[src/rtl/video_line_fetcher_if.sv]
// Bundle of the line-control, memory read port and byte pixelstream signals
// of the video line fetcher; master is the fetcher, slave is its surroundings.
interface video_line_fetcher_if #(
    parameter int ADDR_W = 21,
    parameter int LEN_W  = 9
);
    logic              line_start;
    logic [ADDR_W-1:0] start_addr;
    logic [LEN_W-1:0]  line_words;
    logic              mem_req;
    logic [ADDR_W-1:0] mem_addr;
    logic              mem_ack;
    logic [15:0]       mem_rdata;
    logic              pix_write;
    logic [7:0]        pix_data;
    logic              pix_strobe;
    logic              busy;
    logic              line_done;

    modport master (
        input  line_start, start_addr, line_words, mem_ack, mem_rdata, pix_strobe,
        output mem_req, mem_addr, pix_write, pix_data, busy, line_done
    );

    modport slave (
        output line_start, start_addr, line_words, mem_ack, mem_rdata, pix_strobe,
        input  mem_req, mem_addr, pix_write, pix_data, busy, line_done
    );
endinterface

[src/rtl/video_line_fetcher.sv]
// Fetches one line of 16-bit words from video RAM (single outstanding read)
// into a small FIFO and streams it out as bytes, high byte first.
module video_line_fetcher #(
    parameter int ADDR_W     = 21,
    parameter int FIFO_DEPTH = 8,
    parameter int LEN_W      = 9
) (
    input logic                  clk,
    input logic                  reset,
    video_line_fetcher_if.master bus
);

    localparam int PTR_W = (FIFO_DEPTH > 1) ? $clog2(FIFO_DEPTH) : 1;
    localparam int CNT_W = PTR_W + 1;

    typedef enum logic [1:0] {
        S_IDLE  = 2'd0,
        S_FETCH = 2'd1,
        S_DRAIN = 2'd2,
        S_FLUSH = 2'd3
    } state_t;

    state_t            state_q, state_d;
    logic              mem_req_q, mem_req_d;
    logic [ADDR_W-1:0] mem_addr_q, mem_addr_d;
    logic [ADDR_W-1:0] start_addr_q, start_addr_d;
    logic [LEN_W-1:0]  line_words_q, line_words_d;
    logic [LEN_W-1:0]  words_req_q, words_req_d;
    logic [PTR_W-1:0]  wr_ptr_q, wr_ptr_d;
    logic [PTR_W-1:0]  rd_ptr_q, rd_ptr_d;
    logic [CNT_W-1:0]  count_q, count_d;
    logic              sel_hi_q, sel_hi_d;
    logic              line_done_q, line_done_d;
    logic [15:0]       fifo_q [FIFO_DEPTH];

    logic [15:0] head;
    logic        pix_write;
    logic        ack;
    logic        strobe;
    logic        pop;
    logic        last_pop;
    logic        push;
    logic        flush;
    logic        outstanding;
    logic        issue;

    assign head      = fifo_q[rd_ptr_q];
    assign pix_write = (count_q != '0);
    assign ack       = bus.mem_ack && mem_req_q;
    assign strobe    = pix_write && bus.pix_strobe;
    // A new line discards the FIFO, so it overrides any pop in the same cycle.
    assign pop       = strobe && !sel_hi_q && !bus.line_start;
    assign last_pop  = pop && (count_q == CNT_W'(1));
    // Request still in flight after this edge; an abort must then wait in FLUSH.
    assign outstanding = mem_req_q && !bus.mem_ack;
    assign issue = (state_q == S_FETCH) && !mem_req_q &&
                   (words_req_q < line_words_q) &&
                   (count_q < CNT_W'(FIFO_DEPTH));

    always_ff @(posedge clk) begin
        if (reset) state_q <= S_IDLE;
        else       state_q <= state_d;
    end

    always_comb begin
        state_d = state_q;
        if (bus.line_start) begin
            if (outstanding)                state_d = S_FLUSH;
            else if (bus.line_words == '0)  state_d = S_IDLE;
            else                            state_d = S_FETCH;
        end else begin
            case (state_q)
                S_FETCH: if (ack && (words_req_q == line_words_q)) state_d = S_DRAIN;
                S_DRAIN: if (last_pop) state_d = S_IDLE;
                S_FLUSH: if (ack) state_d = (line_words_q == '0) ? S_IDLE : S_FETCH;
                default: state_d = state_q;
            endcase
        end
    end

    always_comb begin
        mem_req_d    = mem_req_q;
        mem_addr_d   = mem_addr_q;
        start_addr_d = start_addr_q;
        line_words_d = line_words_q;
        words_req_d  = words_req_q;
        sel_hi_d     = sel_hi_q;
        line_done_d  = 1'b0;
        push         = 1'b0;
        flush        = 1'b0;
        if (bus.line_start) begin
            start_addr_d = bus.start_addr;
            line_words_d = bus.line_words;
            sel_hi_d     = 1'b1;
            flush        = 1'b1;
            if (outstanding) begin
                words_req_d = '0;
            end else if (bus.line_words != '0) begin
                // Nothing in flight: the first read goes out right away.
                mem_req_d   = 1'b1;
                mem_addr_d  = bus.start_addr;
                words_req_d = LEN_W'(1);
            end else begin
                mem_req_d   = 1'b0;
                words_req_d = '0;
                line_done_d = 1'b1;
            end
        end else begin
            if (strobe) sel_hi_d = !sel_hi_q;
            if (ack) begin
                mem_req_d = 1'b0;
                if (state_q == S_FLUSH) begin
                    mem_addr_d  = start_addr_q;
                    words_req_d = '0;
                    line_done_d = (line_words_q == '0);
                end else begin
                    push       = 1'b1;
                    mem_addr_d = mem_addr_q + ADDR_W'(1);
                end
            end else if (issue) begin
                mem_req_d   = 1'b1;
                words_req_d = words_req_q + LEN_W'(1);
            end
            if ((state_q == S_DRAIN) && last_pop) line_done_d = 1'b1;
        end
    end

    always_comb begin
        wr_ptr_d = wr_ptr_q + PTR_W'(push);
        rd_ptr_d = rd_ptr_q + PTR_W'(pop);
        count_d  = count_q + CNT_W'(push) - CNT_W'(pop);
        if (flush) begin
            wr_ptr_d = '0;
            rd_ptr_d = '0;
            count_d  = '0;
        end
    end

    always_ff @(posedge clk) begin
        if (reset) begin
            mem_req_q    <= 1'b0;
            line_words_q <= '0;
            words_req_q  <= '0;
            wr_ptr_q     <= '0;
            rd_ptr_q     <= '0;
            count_q      <= '0;
            sel_hi_q     <= 1'b1;
            line_done_q  <= 1'b0;
        end else begin
            mem_req_q    <= mem_req_d;
            line_words_q <= line_words_d;
            words_req_q  <= words_req_d;
            wr_ptr_q     <= wr_ptr_d;
            rd_ptr_q     <= rd_ptr_d;
            count_q      <= count_d;
            sel_hi_q     <= sel_hi_d;
            line_done_q  <= line_done_d;
        end
    end

    always_ff @(posedge clk) begin
        mem_addr_q   <= mem_addr_d;
        start_addr_q <= start_addr_d;
        if (push) fifo_q[wr_ptr_q] <= bus.mem_rdata;
    end

    assign bus.mem_req   = mem_req_q;
    assign bus.mem_addr  = mem_addr_q;
    assign bus.pix_write = pix_write;
    assign bus.pix_data  = sel_hi_q ? head[15:8] : head[7:0];
    assign bus.busy      = (state_q != S_IDLE);
    assign bus.line_done = line_done_q;

endmodule

[src/flat_wrapper.sv]
// flat-port wrapper written by rule: the top's interface ports become plain ports
module video_line_fetcher_flat 
#(
    parameter int ADDR_W     = 21,
    parameter int FIFO_DEPTH = 8,
    parameter int LEN_W      = 9
)
  (clk, reset, bus_line_start, bus_start_addr, bus_line_words, bus_mem_ack, bus_mem_rdata, bus_pix_strobe, bus_mem_req, bus_mem_addr, bus_pix_write, bus_pix_data, bus_busy, bus_line_done);
  video_line_fetcher_if #(.ADDR_W(ADDR_W), .LEN_W(LEN_W)) bus_i ();
  input logic clk;
  input logic reset;
  input wire logic [$bits(bus_i.line_start)-1:0] bus_line_start;
  input wire logic [$bits(bus_i.start_addr)-1:0] bus_start_addr;
  input wire logic [$bits(bus_i.line_words)-1:0] bus_line_words;
  input wire logic [$bits(bus_i.mem_ack)-1:0] bus_mem_ack;
  input wire logic [$bits(bus_i.mem_rdata)-1:0] bus_mem_rdata;
  input wire logic [$bits(bus_i.pix_strobe)-1:0] bus_pix_strobe;
  output wire logic [$bits(bus_i.mem_req)-1:0] bus_mem_req;
  output wire logic [$bits(bus_i.mem_addr)-1:0] bus_mem_addr;
  output wire logic [$bits(bus_i.pix_write)-1:0] bus_pix_write;
  output wire logic [$bits(bus_i.pix_data)-1:0] bus_pix_data;
  output wire logic [$bits(bus_i.busy)-1:0] bus_busy;
  output wire logic [$bits(bus_i.line_done)-1:0] bus_line_done;
  assign bus_i.line_start = bus_line_start;
  assign bus_i.start_addr = bus_start_addr;
  assign bus_i.line_words = bus_line_words;
  assign bus_i.mem_ack = bus_mem_ack;
  assign bus_i.mem_rdata = bus_mem_rdata;
  assign bus_i.pix_strobe = bus_pix_strobe;
  assign bus_mem_req = bus_i.mem_req;
  assign bus_mem_addr = bus_i.mem_addr;
  assign bus_pix_write = bus_i.pix_write;
  assign bus_pix_data = bus_i.pix_data;
  assign bus_busy = bus_i.busy;
  assign bus_line_done = bus_i.line_done;
  video_line_fetcher #(.ADDR_W(ADDR_W), .FIFO_DEPTH(FIFO_DEPTH), .LEN_W(LEN_W)) u_core (.clk(clk), .reset(reset), .bus(bus_i));
endmodule
[config.mk]
export PLATFORM = sky130hd
export DESIGN_NAME = video_line_fetcher_flat
export DESIGN_NICKNAME = d
export VERILOG_FILES = /design/src/rtl/video_line_fetcher_if.sv /design/src/rtl/video_line_fetcher.sv /design/src/flat_wrapper.sv
export SDC_FILE = /design/constraint.sdc
export NUM_CORES = 1
export LEC_CHECK = 0
export CORE_UTILIZATION = 30
export DETAILED_ROUTE_END_ITERATION = 6
export PLACE_DENSITY = 0.54
export SKIP_LAST_GASP = 1
export SYNTH_ARGS = -nofsm -noshare
export SYNTH_HDL_FRONTEND = slang
export SYNTH_SLANG_ARGS = --single-unit
[constraint.sdc]
create_clock -name clk -period 4.3 [get_ports clk]
set_input_delay 0.43 -clock clk [delete_from_list [all_inputs] [get_ports clk]]
set_output_delay 0.43 -clock clk [all_outputs]
set_load 0.03 [all_outputs]
==> flow_metrics.tcl, run 1 <==
set metrics [dict create \
    final_util 0.3781 \
    postCtsSetupBuffers 0 \
    rr_worst_depth 6 \
    yosysTopAreaCell "edfxtp_1" \
    drt-total-wl_um 19360 \
    hpwl_um 12530 \
    first_pass_iters 6 \
    wl_met3_um 1338 \
    num_rows 62 \
    track_usage 0.1324 \
    initial_utilization 0.3059 \
    synth.most_common_cell "edfxtp_1" \
    antenna_found_initial 1 \
    ys.flop_type "edfxtp_1" \
    seq_area_um2 5767 \
    cp_max_fo 28 \
    root_buffer "clkbuf_16" \
    cts_hold_buffers 0 \
    clk_latency_ns 0.50 \
    crit_start "u_core.rd_ptr_q[0]" \
    grt_max_degree 55 \
    synth_seq_cells 203 \
    fin_crit_sh 0.8415 \
    rr_startpoint "u_core.state_q[1]" \
    crit_slowest_cell "clkdlybuf4s50_1" \
    ys_top_cells_by_area "edfxtp_1 58%, mux4_2 10%, dfxtp_1 7.5%, ha_1 2.8%, mux2i_1 1.6%" \
    die_y_um 173.3 \
    fillers 2728 \
    grt_pass1_vias 5797 \
    fin_nets 748 \
    avgSynthCellArea_um2 15.13 \
    drt_iter0_markers 401 \
    yosys-top-cells-count "170 x edfxtp_1, 40 x mux4_2, 33 x dfxtp_1, 32 x nand2_1, 31 x nor2_1" \
    crit_family "buffers and inverters" \
    finalClockSkew_ns 0.008323 \
    routabilityCongestion 0.8148 \
    crit_path_start_kind "flop" \
    irDropWorstVdd_mv 0.2453 \
    cts_max_path_buffers 3 \
    cts_resized 0 \
    multi_input_area_um2 2877 \
    crit_path_max_incr_delay_ns 0.61 \
    overflow 0 \
    hold_viol 0 \
    hold_path_class "input port to flop" \
    diodes 0 \
    worst_slew_pin_slew_ns 1.125 \
    setup_viol 0 \
    fin_setup_tns_ns 0 \
    via_per_inst 4.909 \
    fin_crit_ns 3.619 \
    fin_total_pwr_w 0.004497 \
    slew_viol_final 0 \
    ys_warn_count 0 \
    synthDistinctLibCells 57 \
    min_path_cells 1 \
    fmax_mhz 276.3 \
    htreeDepth 1 \
    path_depth 4 \
    via_count 5282 \
    synth_cells 582 \
    die-area_um2 30040 \
    crit_path_cell_trace "buf_4 -> mux4_2 -> mux4_2 -> clkdlybuf4s50_1" \
    dieWidth_um 173.3 \
    ant_nets 0 \
    wl_met2_um 9091 \
    drive_gt1_frac 0.1474 \
    synth.top_cell.area_share 0.5798 \
    grt_pass1_wl_um 31520 \
    required_ns 3.87 \
    rsz0062_at_grt "no" \
    port_buffers 83 \
    arrival_ns 3.19 \
    worstHoldStart "bus_line_start" \
    top_layer "met5" \
    synthesis.nets 654 \
    drcViolationCount 0 \
    max_slew_margin 0.2480 \
    maxCapViolations 0 \
    crit_top_cell "mux4_2" \
    syn-cell-area_um2 8805 \
    cts_made_buffers 22 \
    cts.clk_slew.worst_paths_ns 0.06 \
    yosysSeqAreaShare 0.6548 \
    core_area_um2 28780 \
    wl_met1_um 8479 \
    syn_to_final_growth_pct 23.59 \
    async_flop_share 0 \
    post_drt_wl_per_cell_um 17.99 \
    cts_tree "done" \
    synth_edf_count 170 \
    crit_type "flop to primary output" \
    boundaryPins 84 \
    outcome "complete, no violations" \
    p_per_area_nw_per_um2 413.3 \
    clock-sinks 203 \
    end_kind "primary output" \
    path_buf_inv 2 \
    p_leak_nw 3.605 \
]
flip-flops by register name (all words and copies together), names as in the netlist:
| name | cells |
|---|---|
| u_core.wr_ptr_q | 3 |
| u_core.line_words_q | 9 |
| u_core.state_q | 2 |
| u_core.bus.mem_req | 1 |
| u_core.sel_hi_q | 1 |
| u_core.rd_ptr_q | 3 |
| u_core.bus.line_done | 1 |
| u_core.count_q | 4 |
| u_core.start_addr_q | 21 |
| u_core.fifo_q | 128 |
| u_core.bus.mem_addr | 21 |
| u_core.words_req_q | 9 |
per-stage QoR:
step                cell area [um2]  std cells  hold WS [ns]  setup slack (ns)
finish                        10880       1076        0.4109            0.6814
global route                  10880       1076        0.4204            0.4860
CTS                           10880       1076        0.3933            0.5910
detailed placement            10150       1036        0.5238            0.8130
global placement              10150       1036        0.4848            0.9552
floorplan                      8805        582        0.4604             1.192
final timing paths:
check	slack, ns	end
worst min register to register	0.53	u_core.line_words_q[7]
worst max-delay path	0.68	bus_pix_data[0]
worst min-delay path	0.41	u_core.start_addr_q[11]
worst max register to register	1.18	u_core.fifo_q[3][2]
power by group:
| group | leakage [nW] | total [W] | switching (W) | internal (W) |
|---|---|---|---|---|
| Combinational | 1.42 | 0.000362 | 0.000206 | 0.000156 |
| Clock | 0.354 | 0.00189 | 0.000749 | 0.00114 |
| Sequential | 1.84 | 0.00224 | 0.0000477 | 0.00219 |
| Total | 3.61 | 0.00450 | 0.00100 | 0.00350 |
routing by layer:
layer,GRT usage,vias up
li1,-,2469
met1,0.1695,2608
met2,0.2177,165
met3,0.03838,38
met4,0.03724,2
met5,0,-
layout by cell type, fill, tap and decap left out, types with 2 or more instances in the layout:
| cell type | n |
|---|---|
| a21o_1 | 5 |
| nand2_1 | 32 |
| clkbuf_1 | 6 |
| nor4_1 | 3 |
| clkinv_2 | 4 |
| a221oi_1 | 5 |
| inv_1 | 23 |
| nand3_1 | 25 |
| a31oi_1 | 9 |
| nor2_1 | 31 |
| and4_1 | 2 |
| buf_4 | 12 |
| bufinv_16 | 3 |
| dfxtp_1 | 32 |
| and3_1 | 5 |
| a221o_1 | 6 |
| edfxtp_1 | 170 |
| or4_1 | 2 |
| and2_1 | 5 |
| xor2_1 | 8 |
| xnor2_1 | 15 |
| ha_1 | 20 |
| or4b_1 | 2 |
| o21ai_0 | 18 |
| mux4_2 | 40 |
| mux2i_1 | 14 |
| a21boi_0 | 2 |
| nor3_1 | 11 |
| clkdlybuf4s50_1 | 82 |
| clkinv_1 | 4 |
| nor3b_2 | 2 |
| nor2b_1 | 3 |
| nor4b_2 | 2 |
| nand4_1 | 9 |
| clkbuf_16 | 22 |
| a21oi_1 | 19 |
| nor3b_1 | 6 |
| nor3_2 | 5 |
area by class of cell:
cell class	count	share of cell area
Sequential cell	203	0.5300
Clock buffer	29	0.05393
Inverter	25	0.008624
Clock inverter	11	0.01299
Timing Repair Buffer	96	0.08601
Multi-Input combinational cell	328	0.2643
Tap cell	384	0.04415
logic make-up after synthesis:
family                   synth area share
flip-flops                         0.6548
AND/OR/NAND/NOR                   0.09251
AO/OA/AOI/OAI                     0.05628
multiplexers                       0.1195
buffers and inverters             0.02330
XOR/XNOR                          0.02288
adder cells (fa/ha/maj)           0.03069
Power figures use the tool's default switching activity.
==> run 2: changes to the inputs <==
==> constraint.sdc (replaced) <==
create_clock -name clk -period 3.8 [get_ports clk]
set_input_delay 0.38 -clock clk [delete_from_list [all_inputs] [get_ports clk]]
set_output_delay 0.38 -clock clk [all_outputs]
set_load 0.03 [all_outputs]
==> run 2 against run 1 <==
  * Sequential power increased by 13%
  * Register-to-register slack improved by 0.09 ns
  * Worst setup slack got worse by 0.072 ns
  * Final area increased by 0.43%
  * Critical path type unchanged
==> flow_metrics.tcl, run 2 (same netlist as run 1, synthesis figures left out) <==
set metrics [dict create \
    cts_max_path_buffers 3 \
    boundaryPins 84 \
    p_leak_nw 3.636 \
    required_ns 3.42 \
    setup_viol 0 \
    cts.clk_slew.worst_paths_ns 0.06 \
    slew_viol_final 0 \
    core_area_um2 28780 \
    fillers 2704 \
    hold_viol 0 \
    crit_type "flop to primary output" \
    routabilityCongestion 0.8069 \
    layout_common_cells "170 x edfxtp_1, 82 x clkdlybuf4s50_1, 40 x mux4_2" \
    port_buffers 83 \
    num_rows 62 \
    crit_path_start_kind "flop" \
    diodes 0 \
    cp_max_fo 33 \
    fin_crit_sh 0.8396 \
    regMostFlops "u_core.fifo_q" \
    crit_path_cell_trace "buf_12 -> mux4_2 -> mux4_2 -> clkdlybuf4s50_1" \
    fin_nets 751 \
    via_count 5312 \
    hpwl_um 12410 \
    dieWidth_um 173.3 \
    cts_hold_buffers 0 \
    syn_to_final_growth_pct 24.12 \
    track_usage 0.1298 \
    post_drt_wl_per_cell_um 17.80 \
    initial_utilization 0.3059 \
    max_slew_margin 0.3360 \
    irDropWorstVdd_mv 0.2895 \
    grt_pass1_vias 5675 \
    fmax_mhz 313.4 \
    ant_nets 0 \
    crit_path_max_incr_delay_ns 0.62 \
    overflow 0 \
    drt_iter0_markers 414 \
    fin_crit_ns 3.191 \
    htreeDepth 1 \
    layout_commonest_cell "edfxtp_1" \
    drt-total-wl_um 19210 \
    wl_met3_um 1331 \
    crit_slowest_cell "clkdlybuf4s50_1" \
    fin_hold_ws_ns 0.4450 \
    die-area_um2 30040 \
    wl_met1_um 8332 \
    cts_tree "done" \
    end_kind "primary output" \
    drcViolationCount 0 \
    final_cell_area_um2 10930 \
    maxCapViolations 0 \
    largest_reg_flops 128 \
    cts_made_buffers 22 \
    fin_total_pwr_w 0.005148 \
    via_per_inst 4.923 \
    p_per_area_nw_per_um2 471.1 \
    antenna_found_initial 0 \
    fin_setup_tns_ns 0 \
    grt_pass1_wl_um 31150 \
    die_y_um 173.3 \
    wl_met2_um 9209 \
    clock-sinks 203 \
    dpl-instance-area_um2 10180 \
    cts_resized 0 \
    root_buffer "clkbuf_16" \
    arrival_ns 2.81 \
    top_layer "met4" \
    rsz0062_at_grt "no" \
    postCtsSetupBuffers 0 \
    hold_path_class "input port to flop" \
    clk_latency_ns 0.51 \
    outcome "complete, no violations" \
    drive_gt1_frac 0.1525 \
    grt_max_degree 49 \
    crit_top_cell "mux4_2" \
    reg2reg_setup_slack_ns 1.27 \
    finalClockSkew_ns 0.01129 \
    first_pass_iters 5 \
    worst_slew_pin_slew_ns 0.9928 \
]
run 2: changes by cell type in the layout (fill, tap and decap cells not counted), sizes merged:
cell / change
buf: +3
clkbuf: -3
clkinv: +3
bufinv: +1
clkinvlp: -1
run 2: path summary, 6_finish.rpt:
check                           cells after the start              startpoint                 endpoint
worst max-delay path                                4      u_core.rd_ptr_q[0]          bus_pix_data[0]
worst min-delay path                                2          bus_line_start  u_core.start_addr_q[11]
worst max register to register                      9         u_core.sel_hi_q        u_core.count_q[2]
worst min register to register                      2  u_core.line_words_q[7]   u_core.line_words_q[7]
run 2: per-layer routing:
metal	vias up	global-route usage
met2	149	0.2159
met4	0	0.02729
met1	2667	0.1699
li1	2469	-
met5	-	0
met3	27	0.03399
run 2: area by class of cell:
class,instances,area [um2],area share
Clock inverter,14,176.4,0.01614
Clock buffer,26,575.6,0.05267
Sequential cell,203,5767,0.5277
Inverter,25,93.84,0.008587
Tap cell,384,480.5,0.04397
Timing Repair Buffer,99,958.4,0.08770
Multi-Input combinational cell,328,2877,0.2632
run 2: worst max-delay path, delay by kind of cell (launching register included):
| family | cells | cell delay (ns) |
|---|---|---|
| buf+inv | 2 | 0.89 |
| flops | 1 | 0.34 |
| mux | 2 | 1.07 |
run 2: per-stage QoR:
stage,worst slack [ns],util,std cells
floorplan,0.6923,-,582
global placement,1.132,0.3536,1039
detailed placement,1.096,0.3536,1039
CTS,0.5751,0.3797,1079
global route,0.5096,0.3797,1079
finish,0.6095,0.3797,1079
run 2: power breakdown:
| group | internal (W) | total, W | switching, W |
|---|---|---|---|
| combinational | 0.000179 | 0.000411 | 0.000232 |
| sequential | 0.00248 | 0.00254 | 0.0000544 |
| clock | 0.00135 | 0.00220 | 0.000845 |
| total | 0.00402 | 0.00515 | 0.00113 |
